==> src/rtl/filter_read_sequencer_pkg.sv <==
`default_nettype none
// ============================================================================
// Module      : filter_read_sequencer_pkg
// Description : Shared FSM encoding and default widths for the filter read
//               sequencer slice.
// Revision    : 1.0 - initial release
// ============================================================================
package filter_read_sequencer_pkg;

    localparam int c_sp_size      = 8;
    localparam int c_filter_size  = 8;
    localparam int c_pointer_size = 8;
    localparam int c_cnt_w        = 8;

    localparam logic [1:0] c_st_idle = 2'd0;
    localparam logic [1:0] c_st_run  = 2'd1;
    localparam logic [1:0] c_st_done = 2'd2;

endpackage : filter_read_sequencer_pkg
`default_nettype wire

==> src/rtl/filter_read_sequencer_slot_counter.sv <==
`default_nettype none
// ============================================================================
// Module      : filter_slot_counter
// Description : Base/offset address generator for one filter slot, including
//               the wrap of the next slot back to address 0.
// Revision    : 1.0 - initial release
// ============================================================================
module filter_slot_counter #(
    parameter int SP_SIZE      = 8,
    parameter int FILTER_SIZE  = 8,
    parameter int POINTER_SIZE = 8
) (
    input  logic                    clk,
    input  logic                    rst_n,
    input  logic                    clear,
    input  logic                    step,
    input  logic                    advance_base,
    input  logic [FILTER_SIZE-1:0]  fs,
    output logic [POINTER_SIZE-1:0] read_pointer,
    output logic                    last_word
);

    // Common working width wide enough for base + 2*fs without overflow.
    localparam int c_w = ((POINTER_SIZE > FILTER_SIZE) ? POINTER_SIZE : FILTER_SIZE) + 2;
    localparam logic [c_w-1:0] c_sp_ext = SP_SIZE[c_w-1:0];

    logic [POINTER_SIZE-1:0] r_base;
    logic [POINTER_SIZE-1:0] r_offset;

    logic [c_w-1:0]          w_fs_ext;
    logic [c_w-1:0]          w_base_ext;
    logic [c_w-1:0]          w_off_ext;
    logic [c_w-1:0]          w_nb;
    logic                    w_wrap;
    logic [POINTER_SIZE-1:0] w_next_base;

    assign w_fs_ext    = {{(c_w-FILTER_SIZE){1'b0}}, fs};
    assign w_base_ext  = {{(c_w-POINTER_SIZE){1'b0}}, r_base};
    assign w_off_ext   = {{(c_w-POINTER_SIZE){1'b0}}, r_offset};
    assign w_nb        = w_base_ext + w_fs_ext;
    assign w_wrap      = (w_nb + w_fs_ext) > c_sp_ext;
    assign w_next_base = w_wrap ? '0 : w_nb[POINTER_SIZE-1:0];

    assign last_word    = (w_off_ext == (w_fs_ext - 1'b1));
    assign read_pointer = r_base + r_offset;

    always_ff @(posedge clk or negedge rst_n) begin
        if (!rst_n) begin
            r_base   <= '0;
            r_offset <= '0;
        end else if (clear) begin
            r_base   <= '0;
            r_offset <= '0;
        end else if (step) begin
            if (last_word) begin
                r_offset <= '0;
                if (advance_base) begin
                    r_base <= w_next_base;
                end
            end else begin
                r_offset <= r_offset + 1'b1;
            end
        end
    end

endmodule : filter_slot_counter
`default_nettype wire

==> src/rtl/filter_read_sequencer.sv <==
`default_nettype none
// ============================================================================
// Module      : filter_read_sequencer
// Description : Walks the filter scratchpad one filter per ifmap window,
//               replaying each filter num_windows times across num_filters.
// Revision    : 1.0 - initial release
// ============================================================================
module filter_read_sequencer
    import filter_read_sequencer_pkg::*;
#(
    parameter int SP_SIZE      = c_sp_size,
    parameter int FILTER_SIZE  = c_filter_size,
    parameter int POINTER_SIZE = c_pointer_size,
    parameter int CNT_W        = c_cnt_w
) (
    input  logic                    clk,
    input  logic                    rst_n,
    input  logic                    start,
    input  logic [FILTER_SIZE-1:0]  filter_size,
    input  logic [CNT_W-1:0]        num_windows,
    input  logic [CNT_W-1:0]        num_filters,
    input  logic                    av_filter,
    input  logic                    mac_ready,
    output logic [POINTER_SIZE-1:0] read_pointer,
    output logic                    rd_en,
    output logic                    co_filter,
    output logic                    busy,
    output logic                    done,
    output logic                    cfg_err
);

    localparam logic [FILTER_SIZE:0] c_sp_lim = SP_SIZE[FILTER_SIZE:0];

    logic [1:0]             r_state;
    logic [FILTER_SIZE-1:0] r_fs;
    logic [CNT_W-1:0]       r_nw;
    logic [CNT_W-1:0]       r_nf;
    logic [CNT_W-1:0]       r_win_cnt;
    logic [CNT_W-1:0]       r_flt_cnt;
    logic                   r_cfg_err;

    logic w_cfg_ok;
    logic w_idle;
    logic w_accept;
    logic w_last_word;
    logic w_win_last;
    logic w_flt_last;

    assign w_cfg_ok = (filter_size != '0) && (num_windows != '0) && (num_filters != '0)
                   && ({1'b0, filter_size} <= c_sp_lim);
    assign w_idle   = (r_state == c_st_idle);
    assign w_accept = w_idle && start && w_cfg_ok;

    assign w_win_last = (r_win_cnt == (r_nw - 1'b1));
    assign w_flt_last = (r_flt_cnt == (r_nf - 1'b1));

    assign rd_en     = (r_state == c_st_run) && av_filter && mac_ready;
    assign co_filter = rd_en && w_last_word;
    assign busy      = !w_idle;
    assign done      = (r_state == c_st_done);
    assign cfg_err   = r_cfg_err;

    filter_slot_counter #(
        .SP_SIZE      (SP_SIZE),
        .FILTER_SIZE  (FILTER_SIZE),
        .POINTER_SIZE (POINTER_SIZE)
    ) u_slot (
        .clk          (clk),
        .rst_n        (rst_n),
        .clear        (w_accept),
        .step         (rd_en),
        .advance_base (w_win_last),
        .fs           (r_fs),
        .read_pointer (read_pointer),
        .last_word    (w_last_word)
    );

    always_ff @(posedge clk or negedge rst_n) begin
        if (!rst_n) begin
            r_state   <= c_st_idle;
            r_fs      <= '0;
            r_nw      <= '0;
            r_nf      <= '0;
            r_win_cnt <= '0;
            r_flt_cnt <= '0;
            r_cfg_err <= 1'b0;
        end else begin
            r_cfg_err <= w_idle && start && !w_cfg_ok;
            case (r_state)
                c_st_idle: begin
                    if (w_accept) begin
                        r_fs      <= filter_size;
                        r_nw      <= num_windows;
                        r_nf      <= num_filters;
                        r_win_cnt <= '0;
                        r_flt_cnt <= '0;
                        r_state   <= c_st_run;
                    end
                end
                c_st_run: begin
                    if (co_filter) begin
                        if (!w_win_last) begin
                            r_win_cnt <= r_win_cnt + 1'b1;
                        end else begin
                            r_win_cnt <= '0;
                            r_flt_cnt <= r_flt_cnt + 1'b1;
                            if (w_flt_last) begin
                                r_state <= c_st_done;
                            end
                        end
                    end
                end
                c_st_done: begin
                    r_state <= c_st_idle;
                end
                default: begin
                    r_state <= c_st_idle;
                end
            endcase
        end
    end

endmodule : filter_read_sequencer
`default_nettype wire

==> config.mk <==
export PLATFORM = sky130hd
export DESIGN_NAME = filter_read_sequencer
export DESIGN_NICKNAME = d
export VERILOG_FILES = /design/src/rtl/filter_read_sequencer_pkg.sv /design/src/rtl/filter_read_sequencer_slot_counter.sv /design/src/rtl/filter_read_sequencer.sv
export SDC_FILE = /design/constraint.sdc
export NUM_CORES = 1
export LEC_CHECK = 0
export ABC_AREA = 1
export CAP_MARGIN = 15
export CORE_MARGIN = 3
export CORE_UTILIZATION = 30
export CTS_BUF_LIST = sky130_fd_sc_hd__clkbuf_8
export CTS_CLUSTER_DIAMETER = 80
export DETAILED_ROUTE_END_ITERATION = 10
export RECOVER_POWER = 100
export SYNTH_ARGS = -nofsm -noshare
export SYNTH_HDL_FRONTEND = slang
export SYNTH_SLANG_ARGS = --single-unit
==> constraint.sdc <==
create_clock -name clk -period 3 [get_ports clk]
set_input_delay 0.45 -clock clk [delete_from_list [all_inputs] [get_ports clk]]
set_output_delay 0.45 -clock clk [all_outputs]
set_load 0.03 [all_outputs]
Yosys cells after proc, flatten, opt, wreduce, memory -nomap -nowiden
Index checks and enable logic that the tools add are counted.

storage, ports and cells
  register bits = 59
  output and inout port bits = 13
  bits of input ports = 29

operators by class
  add/sub/neg operators = 9
  muxes and demuxes = 20
  magnitude comparators = 2
  reductions and logical operators = 24
  equality and inequality tests = 9

operator list
  operator               count
  $mux W8                13
  $pmux W8 S2            2
  $add A8 B1 Y8 const B  3
  $reduce_bool A8 Y1     3
  $eq A8 B8 Y1           2
  $sub A8 B1 Y8 const B  2
  $add A10 B8 Y10        1
  $eq A8 B10 Y1          1
  $gt A10 B4 Y1 const B  1
  $add A8 B8 Y9          1
  $logic_and A1 B1 Y1    9
  $sub A8 B1 Y9 const B  1
  $add A8 B8 Y8          1
  $le A8 B4 Y1 const B   1
  $mux W2                4
  $reduce_and A4 Y1      2
  $reduce_bool A2 Y1     4
  $reduce_and A3 Y1      2
  $ne A2 B1 Y1 const B   2
  $ne A2 B2 Y1 const B   2
  $pmux W2 S2            1
  $eq A2 B1 Y1 const B   1
  $eq A2 B2 Y1 const B   1
  $logic_not A1 Y1       2
  other kinds (2)        2

Longest topological paths before layout
Gate-level depths: netlist of run 1.

  word-level depth = 8
  gate-level depth with buffers = 21

By module
A second synthesis of run 1 with hierarchy kept.

second synthesis, totals
  cells, all modules = 740
  area, all modules = 4936.0 um^2

by module, submodules not included
  module                 area each (um^2)  cells each  instances
  filter_read_sequencer  2690.1            390         1
  filter_slot_counter    2245.9            350         1

Worst setup path after synthesis of run 1
Ideal clock, no wire load.

  path kind = register to register
  from = reg r_fs[0]
  to = reg u_slot.r_base[0]
  buffers on the path = 0
  stages on the path, launching flop included = 20
  path slack = 0.084 ns
  clock period less this slack = 2.916 ns
  arrival = 2.850 ns
  library setup time = 0.066 ns
  data required time = 2.934 ns
  cells stage by stage = dfrtp_1 -> ha_1 -> fa_1 -> nand3_1 -> nand3_1 -> xnor2_1 -> inv_1 -> ha_1 -> nand2_1 -> nor2_1 -> nand2_1 -> nand3_1 -> nand2_1 -> nand2_1 -> nand2_1 -> o21ai_0 -> inv_1 -> nor2_1 -> nand4_1 -> nand2_1

on the way
  word-level cells in the longest chain between the ends = 8
  elaborated cells on any way between the ends = 12
  those cells by class = add/sub (3); order compare (1); eq/ne (1); mux (5); reduce/logical (2)

ends and longest elaborated chain
  item                    line                                      text
  from (decl)             filter_read_sequencer.sv:35               logic [FILTER_SIZE-1:0] r_fs;
  from (signal assigned)  filter_read_sequencer.sv:92               r_fs <= filter_size;
  $add A8 B8 Y9           filter_read_sequencer_slot_counter.sv:40  assign w_nb = w_base_ext + w_fs_ext;
  $add A10 B8 Y10         filter_read_sequencer_slot_counter.sv:41  assign w_wrap = (w_nb + w_fs_ext) > c_sp_ext;
  $gt A10 B4 Y1           filter_read_sequencer_slot_counter.sv:41
  $mux W8                 filter_read_sequencer_slot_counter.sv:42  assign w_next_base = w_wrap ? '0 : w_nb[POINTER_SIZE-1:0];
  $mux W8                 filter_read_sequencer_slot_counter.sv:57  if (advance_base) begin
  $mux W8                 filter_read_sequencer_slot_counter.sv:55  if (last_word) begin
  $mux W8                 filter_read_sequencer_slot_counter.sv:54  end else if (step) begin
  $mux W8                 filter_read_sequencer_slot_counter.sv:51  end else if (clear) begin
  to (signal assigned)    filter_read_sequencer_slot_counter.sv:58  r_base <= w_next_base;
  to (decl)               filter_read_sequencer_slot_counter.sv:27  logic [POINTER_SIZE-1:0] r_base;

Parallel ways exist; a longest one is shown, timed or not. The select of a mux whose other input is x is not followed.
A chain may end at the register's enable or synchronous reset.

Worst setup path in the final report of run 1
  from = reg u_slot.r_base[0]
  to = out read_pointer[6]

on the way
  word-level cells in the longest chain between the ends = 1

ends and longest elaborated chain
  item           line                                      text
  $add A8 B8 Y8  filter_read_sequencer_slot_counter.sv:45  assign read_pointer = r_base + r_offset;
  to (decl)      filter_read_sequencer.sv:24               output logic [POINTER_SIZE-1:0] read_pointer,

No other way between the ends.

==> impl_metrics.yaml, run 1 <==
floorplanning:
  floorplan.die_area_sq_um: 17000
  core_area_sq_um: 14800
  num_rows: 44
  die_h_um: 130
  initial_utilization: 0.313
  io_pins: 42
  die_w_um: 130
placement:
  dp_slack_ns: 0.0432
  place_congestion: 0.839
  port_buffers: 41
  dp_hpwl_um: 8570
  placed_cells_incl_taps: 885
timing:
  skew_ns: 0.0166
  transition_time_of_the_tightest_slew_check_pin_ns: 1.10
  worst_slew_margin_rel: 0.265
  maxClockFrequency_mhz: 340
  finalHoldViolCount: 0
  setup_repair_after_global_routing_missed_its_margin: "yes"
  post-route-period-util: 0.981
  totalNegativeSetupSlack_ns: 0
  finalCriticalPeriod_ns: 2.94
  finalSetupViolations: 0
  layout_setup_ws_ns: 0.0585
  report.final.slew_viol_count: 0
critical_path:
  timing.critical_path.max_delay_family: "compound AO/OA/AOI/OAI gates"
  reg2reg_end: "u_slot.r_base[0]"
  crit_chain: "buf_4, ha_1, inv_1, fa_1, o21ai_0, a21oi_1, o21ai_1, xor2_1, buf_4"
  cp-startpoint: "u_slot.r_base[0]"
  critPathMostFrequentCell: "buf_4"
  worstPathRequired_ns: 2.55
  critical_path.endpoint: "read_pointer[6]"
  timing.critical_path.buf_inv: 3
  max_fo_critical_path: 3
  timing.critical_path.slowest_cell_delay_ns: 0.39
  critical_path.reg2reg.startpoint: "u_slot.r_base[2]"
  setup.worst_path.end_class: "primary output"
  worstSetupPathDepth: 9
  cpMaxStageDelayCell: "fa_1"
  criticalPathCategory: "flop to primary output"
  worst_setup_path_start_kind: "flop"
  cp_data_arrival_time_ns: 2.49
  setup.reg_to_reg.worst_slack_ns: 0.07
  timing.reg2reg.worst_path_depth: 19
synth:
  synth_top_area_share: 0.319
  post_synth_main_area_contributors: "dfrtp_1 (32%), nand2_1 (16%), ha_1 (8.1%), inv_1 (6.6%), xor2_1 (5.1%)"
  syn-mean-instance-area_sq_um: 7.15
  part_of_the_yosys_area_used_for_sequential_elements: 0.319
  yosys_register_bits: 59
  count_of_synthesis_stage_warnings_from_yosys: 0
  synthTopCellsByCount: "nand2_1 (195), inv_1 (81), dfrtp_1 (59)"
  postSynth.topFlopCell: "dfrtp_1"
  yosysMostFrequentCell: "nand2_1"
  synth-async-reset-ratio: 1.00
  number_of_flops_mapped_to_enable_cells_by_yosys: 0
  synth.largest_area_cell: "dfrtp_1"
  synth_cells: 648
  syn-cell-area_sq_um: 4630
  ys_types: 33
  synthesis.nets: 710
routing:
  post-route-drc-count: 0
  dr.first_iter.drc_count: 202
  route.vias.total: 4208
  postRouteWirelength_um: 11100
  post_drt_via_cell_ratio: 4.63
  drt_first_pass_iters: 4
  wl_per_cell_um: 12.2
  antenna_left: 0
layout:
  diodes: 0
  layout-drive-gt1-share: 0.154
  nNetsFinal: 782
  areaGrowthSynthToFinish_pct: 23.7
  n_fill_cell: 1519
  finish.cell_count_without_fillers: 909
clock_tree:
  insertion_delay_ns: 0.35
  numCtsBuffers: 9
  clkTransAtPathRegs_ns: 0.07
  clock-sinks: 59
  cts.root.buffer_cell: "clkbuf_8"
  htree_levels: 3
  ctsLongestPathBuffers: 2
  tritoncts_clock_tree: "done"
outcome:
  run_status: "finished, final reports clean"
pwr:
  power.ir.vdd_worst_mv: 0.322
  totalPowerFinal_mw: 4.43
  power.leakage_nw: 2.81
  power.density_nw_per_um2: 773
global_routing:
  initial_antenna_violation_count: 0
  globalRouteOverflowTotal: 0
  grt_pass1_wl_um: 18600
  largest_net_degree_at_the_start_of_global_routing: 27
  track_usage: 0.137
  vias_in_the_first_global_route: 3994
hold_path:
  path_type_of_the_worst_min_delay_path: "flop to flop"
run:
  max_cap_viol_count: 0
[cell type report]
type	instances	area, sq um	area share
clock buffers	9	124	0.0216
clock inverters	7	70.1	0.0122
inverters	87	327	0.0570
multi-input cells	493	2910	0.509
flip-flops and latches	59	1480	0.258
well taps	184	230	0.0402
repair buffers	70	584	0.102
[power breakdown]
group,switching (mW),internal [mW],leakage [nW]
registers,0.222,0.993,0.750
clock network,0.347,0.380,0.0926
logic,1.48,1.01,1.97
[registers in the layout (all words and copies together), names as in the netlist]
signal           count
r_fs                 8
cfg_err              1
r_flt_cnt            8
r_win_cnt            8
u_slot.r_offset      8
r_nw                 8
r_nf                 8
r_state              2
u_slot.r_base        8
[through the flow]
stage          hold slack, ns   util  instance area, sq um
2_1_floorplan           0.154      -                  4630
3_3_place_gp            0.378  0.363                  5370
3_5_place_dp            0.377  0.363                  5370
4_1_cts                 0.515  0.376                  5570
5_1_grt                 0.546  0.387                  5730
6_report                0.520  0.387                  5730
[layer usage]
metal	part of all wire	up-vias	wire, um	global-route usage
met5	0	-	0	0
met4	0.014	0	150	0.0495
met3	0.040	14	438	0.0258
met2	0.45	69	4980	0.216
met1	0.50	1921	5510	0.186
li1	-	2204	-	-
[cells by family after synthesis]
logic type,synth area share
buffers and inverters,0.0819
adders and majority gates,0.0940
xor gates and xnor gates,0.0813
DFF,0.319
AOI/OAI and AO/OA,0.0754
and+or+nand+nor,0.349
[worst reg2reg max path, stage by stage (launching register included)]
cell	delay, ns
dfrtp_1	0.46
ha_4	0.27
a21oi_2	0.14
nand2_2	0.10
buf_4	0.14
xnor2_1	0.13
inv_1	0.08
ha_1	0.34
nand3_1	0.13
nand3_1	0.12
nand2_1	0.10
nand2_1	0.06
nor2_1	0.08
nand3_1	0.07
nor2_1	0.10
nand3_1	0.07
nor2_1	0.10
buf_4	0.17
nand4_1	0.12
nand2_1	0.09
[worst min path at each step]
stage               slack [ns]    start           end  depth (start not counted)
floorplan                 0.15    rst_n       cfg_err                          0
global placement          0.38    rst_n  r_win_cnt[1]                          1
detailed placement        0.38    rst_n  r_win_cnt[1]                          1
CTS                       0.51    rst_n  r_win_cnt[1]                          2
global route              0.55  r_nf[7]       r_nf[7]                          2
finish                    0.52  r_nw[7]       r_nw[7]                          2
[cells in the final DEF (no fill, tap or decap), types with 4 or more instances in the layout]
| cell | count |
|---|---|
| o22ai_1 | 5 |
| buf_4 | 21 |
| nand4_1 | 17 |
| dlygate4sd3_1 | 10 |
| o21ai_0 | 27 |
| o21ai_1 | 4 |
| a21oi_1 | 9 |
| nor2_2 | 7 |
| xor2_1 | 26 |
| inv_2 | 10 |
| o21ai_2 | 8 |
| nand3b_1 | 4 |
| ha_1 | 22 |
| nor3_1 | 6 |
| nand3_1 | 44 |
| xnor2_1 | 15 |
| nand2_1 | 192 |
| clkbuf_8 | 9 |
| inv_1 | 78 |
| or2_2 | 6 |
| nor2_1 | 58 |
| dfrtp_1 | 57 |
| clkdlybuf4s50_1 | 26 |
| ha_2 | 4 |
| nand2_2 | 10 |
| ha_4 | 4 |
| clkbuf_2 | 4 |
| clkbuf_1 | 7 |
[repair_timing]
action,in CTS,in global routing
resized for setup,6,45
buffers inserted,0,7
endpoints found under the hold margin,12,0
hold buffers,1,0
setup endpoints to repair,4,12
pin swaps,0,24
Note: power is estimated with default switching activity, not from simulation.
==> run 2, diff against run 1 <==
--- a/config.mk
+++ b/config.mk
@@ -7,6 +7,7 @@
 export LEC_CHECK = 0
 export ABC_AREA = 1
 export CAP_MARGIN = 15
+export CORE_ASPECT_RATIO = 0.8
 export CORE_MARGIN = 3
 export CORE_UTILIZATION = 30
 export CTS_BUF_LIST = sky130_fd_sc_hd__clkbuf_8
==> run 2 against run 1 <==
Compared with the run above: utilization increased by 0.84 points; first-iteration DRC count increased by 29%; routed wire length increased by 4.1%; critical path depth increased by 11; largest power group unchanged; sequential power about the same.
==> impl_metrics.yaml, run 2 (synthesis results as in run 1) <==
layout:
  layout-drive-gt1-share: 0.162
  n_fill_cell: 1500
  nNetsFinal: 781
  final_core_density: 0.395
  layout_commonest_cell: "nand2_1"
  areaGrowthSynthToFinish_pct: 25.3
  finish.cell_count_without_fillers: 929
  final-seq-area_sq_um: 1480
  diodes: 0
  final_cell_area_sq_um: 5800
  multi_input_area_sq_um: 2960
  most-common-layout-cells: "nand2_1 (189), inv_1 (81), dfrtp_1 (57)"
timing:
  report.final.slew_viol_count: 0
  maxClockFrequency_mhz: 350
  finalSetupViolations: 0
  totalNegativeSetupSlack_ns: 0
  finalHoldViolCount: 0
  finalCriticalPeriod_ns: 2.86
  transition_time_of_the_tightest_slew_check_pin_ns: 1.42
  post-route-period-util: 0.954
  skew_ns: 0.00929
  setup_repair_after_global_routing_missed_its_margin: "yes"
  final_hold_slack_ns: 0.412
  worst_slew_margin_rel: 0.0552
critical_path:
  timing.critical_path.slowest_cell_delay_ns: 0.39
  cpMaxStageDelayCell: "dfrtp_1"
  criticalPathCategory: "flop to flop"
  worstPathRequired_ns: 3.29
  cp_data_arrival_time_ns: 3.15
  max_fo_critical_path: 8
  critPathMostFrequentCell: "nand2_1"
  worst_setup_path_start_kind: "flop"
  crit_chain: "ha_2, fa_2, nand3_2, nand3_4, xnor2_2, inv_2, ha_4, nand2_4, nor2_4, nand2_2, nand3_2, nand2_1, nand2_1, nand2_1, o21ai_1, inv_1, nor2_1, buf_4, nand4_1, nand2_1"
  setup.worst_path.end_class: "flop"
routing:
  route.vias.total: 4121
  dr.first_iter.drc_count: 260
  post_drt_via_cell_ratio: 4.44
  postRouteWirelength_um: 11500
  antenna_left: 0
  drt_first_pass_iters: 4
  post-route-drc-count: 0
  wl_per_cell_um: 12.4
clock_tree:
  numCtsBuffers: 9
  htree_levels: 3
  ctsLongestPathBuffers: 2
  cts.root.buffer_cell: "clkbuf_8"
  insertion_delay_ns: 0.35
  ctsHoldBuffers: 0
  tritoncts_clock_tree: "done"
  clock-sinks: 59
  clkTransAtPathRegs_ns: 0.07
pwr:
  power.leakage_nw: 2.84
  pwr-share-clk: 0.163
  power.density_nw_per_um2: 775
  seq_power_share: 0.269
  p_sw_frac: 0.457
  power_switching_mw: 2.06
  power.combinational.fraction: 0.568
  power.ir.vdd_worst_mv: 0.314
  cellInternalPower_mw: 2.44
global_routing:
  grt_pass1_wl_um: 18500
  track_usage: 0.135
  vias_in_the_first_global_route: 3726
  largest_net_degree_at_the_start_of_global_routing: 42
  globalRouteOverflowTotal: 0
  initial_antenna_violation_count: 0
placement:
  placed_cell_area_sq_um: 5380
  dp_hpwl_um: 8940
  place_congestion: 0.857
  placed_cells_incl_taps: 904
  port_buffers: 41
hold_path:
  path_type_of_the_worst_min_delay_path: "input pin to asynchronous set/reset pin"
floorplanning:
  floorplan.die_area_sq_um: 17000
  die_w_um: 145
  die_h_um: 117
  num_rows: 39
  initial_utilization: 0.315
  io_pins: 42
  core_area_sq_um: 14700
run:
  max_cap_viol_count: 0
outcome:
  run_status: "finished, final reports clean"
## run 2: what timing repair did
action	CTS	global route
hold endpoints to repair	0	0
buffers inserted	0	9
resized for setup	5	47
pin swaps	0	24
endpoints found under the setup margin	12	12
## run 2: per-layer routing
metal  part of all wire  up-vias  track usage
met5                  0        -            0
met1               0.51     1823        0.196
met3              0.046       16       0.0308
met2               0.43       73        0.204
li1                   -     2209            -
met4              0.014        0       0.0329
## run 2: final cells by class
class | count | share of cell area
well taps | 205 | 0.0442
clock inverters | 6 | 0.00970
clock buffers | 10 | 0.0237
repair buffers | 69 | 0.101
flip-flops and latches | 59 | 0.255
inverters | 87 | 0.0563
multi-input cells | 493 | 0.510
## run 2: per-stage QoR
step	total power [mW]	setup WS (ns)
floorplan	2.90	0.0839
CTS	4.34	0.00144
global placement	3.57	0.0244
global route	4.94	-0.119
detailed placement	3.57	-0.0255
finish	4.50	0.139
## run 2: path summary, 6_finish.rpt
kind | from | to | slack [ns] | depth (start not counted)
worst max-delay path | u_slot.r_base[0] | u_slot.r_base[2] | 0.14 | 20
worst min register to register | r_nf[7] | r_nf[7] | 0.50 | 2
min in group clk | r_nf[7] | r_nf[7] | 0.50 | 2
max in group asynchronous | rst_n | u_slot.r_base[7] | 0.91 | 2
worst min-delay path | rst_n | r_win_cnt[1] | 0.41 | 1
worst max register to register | u_slot.r_base[0] | u_slot.r_base[2] | 0.14 | 20
## run 2: power groups by stage
stage                     Clock, mW  Combinational (mW)  Sequential, mW
after global placement            0                2.36            1.21
after CTS                     0.764                2.37            1.20
after detailed placement          0                2.36            1.22
final                         0.734                2.56            1.21
after global routing          0.799                2.90            1.24
after floorplan                   0                1.69            1.21
## run 2: critical path, delay by kind of cell (launching register included)
family          cells  cell delay (ns)
simple gates       12             0.95
fa+ha+maj           3             0.88
flops               1             0.39
buf+inv             3             0.30
xor+xnor            1             0.18
compound gates      1             0.13
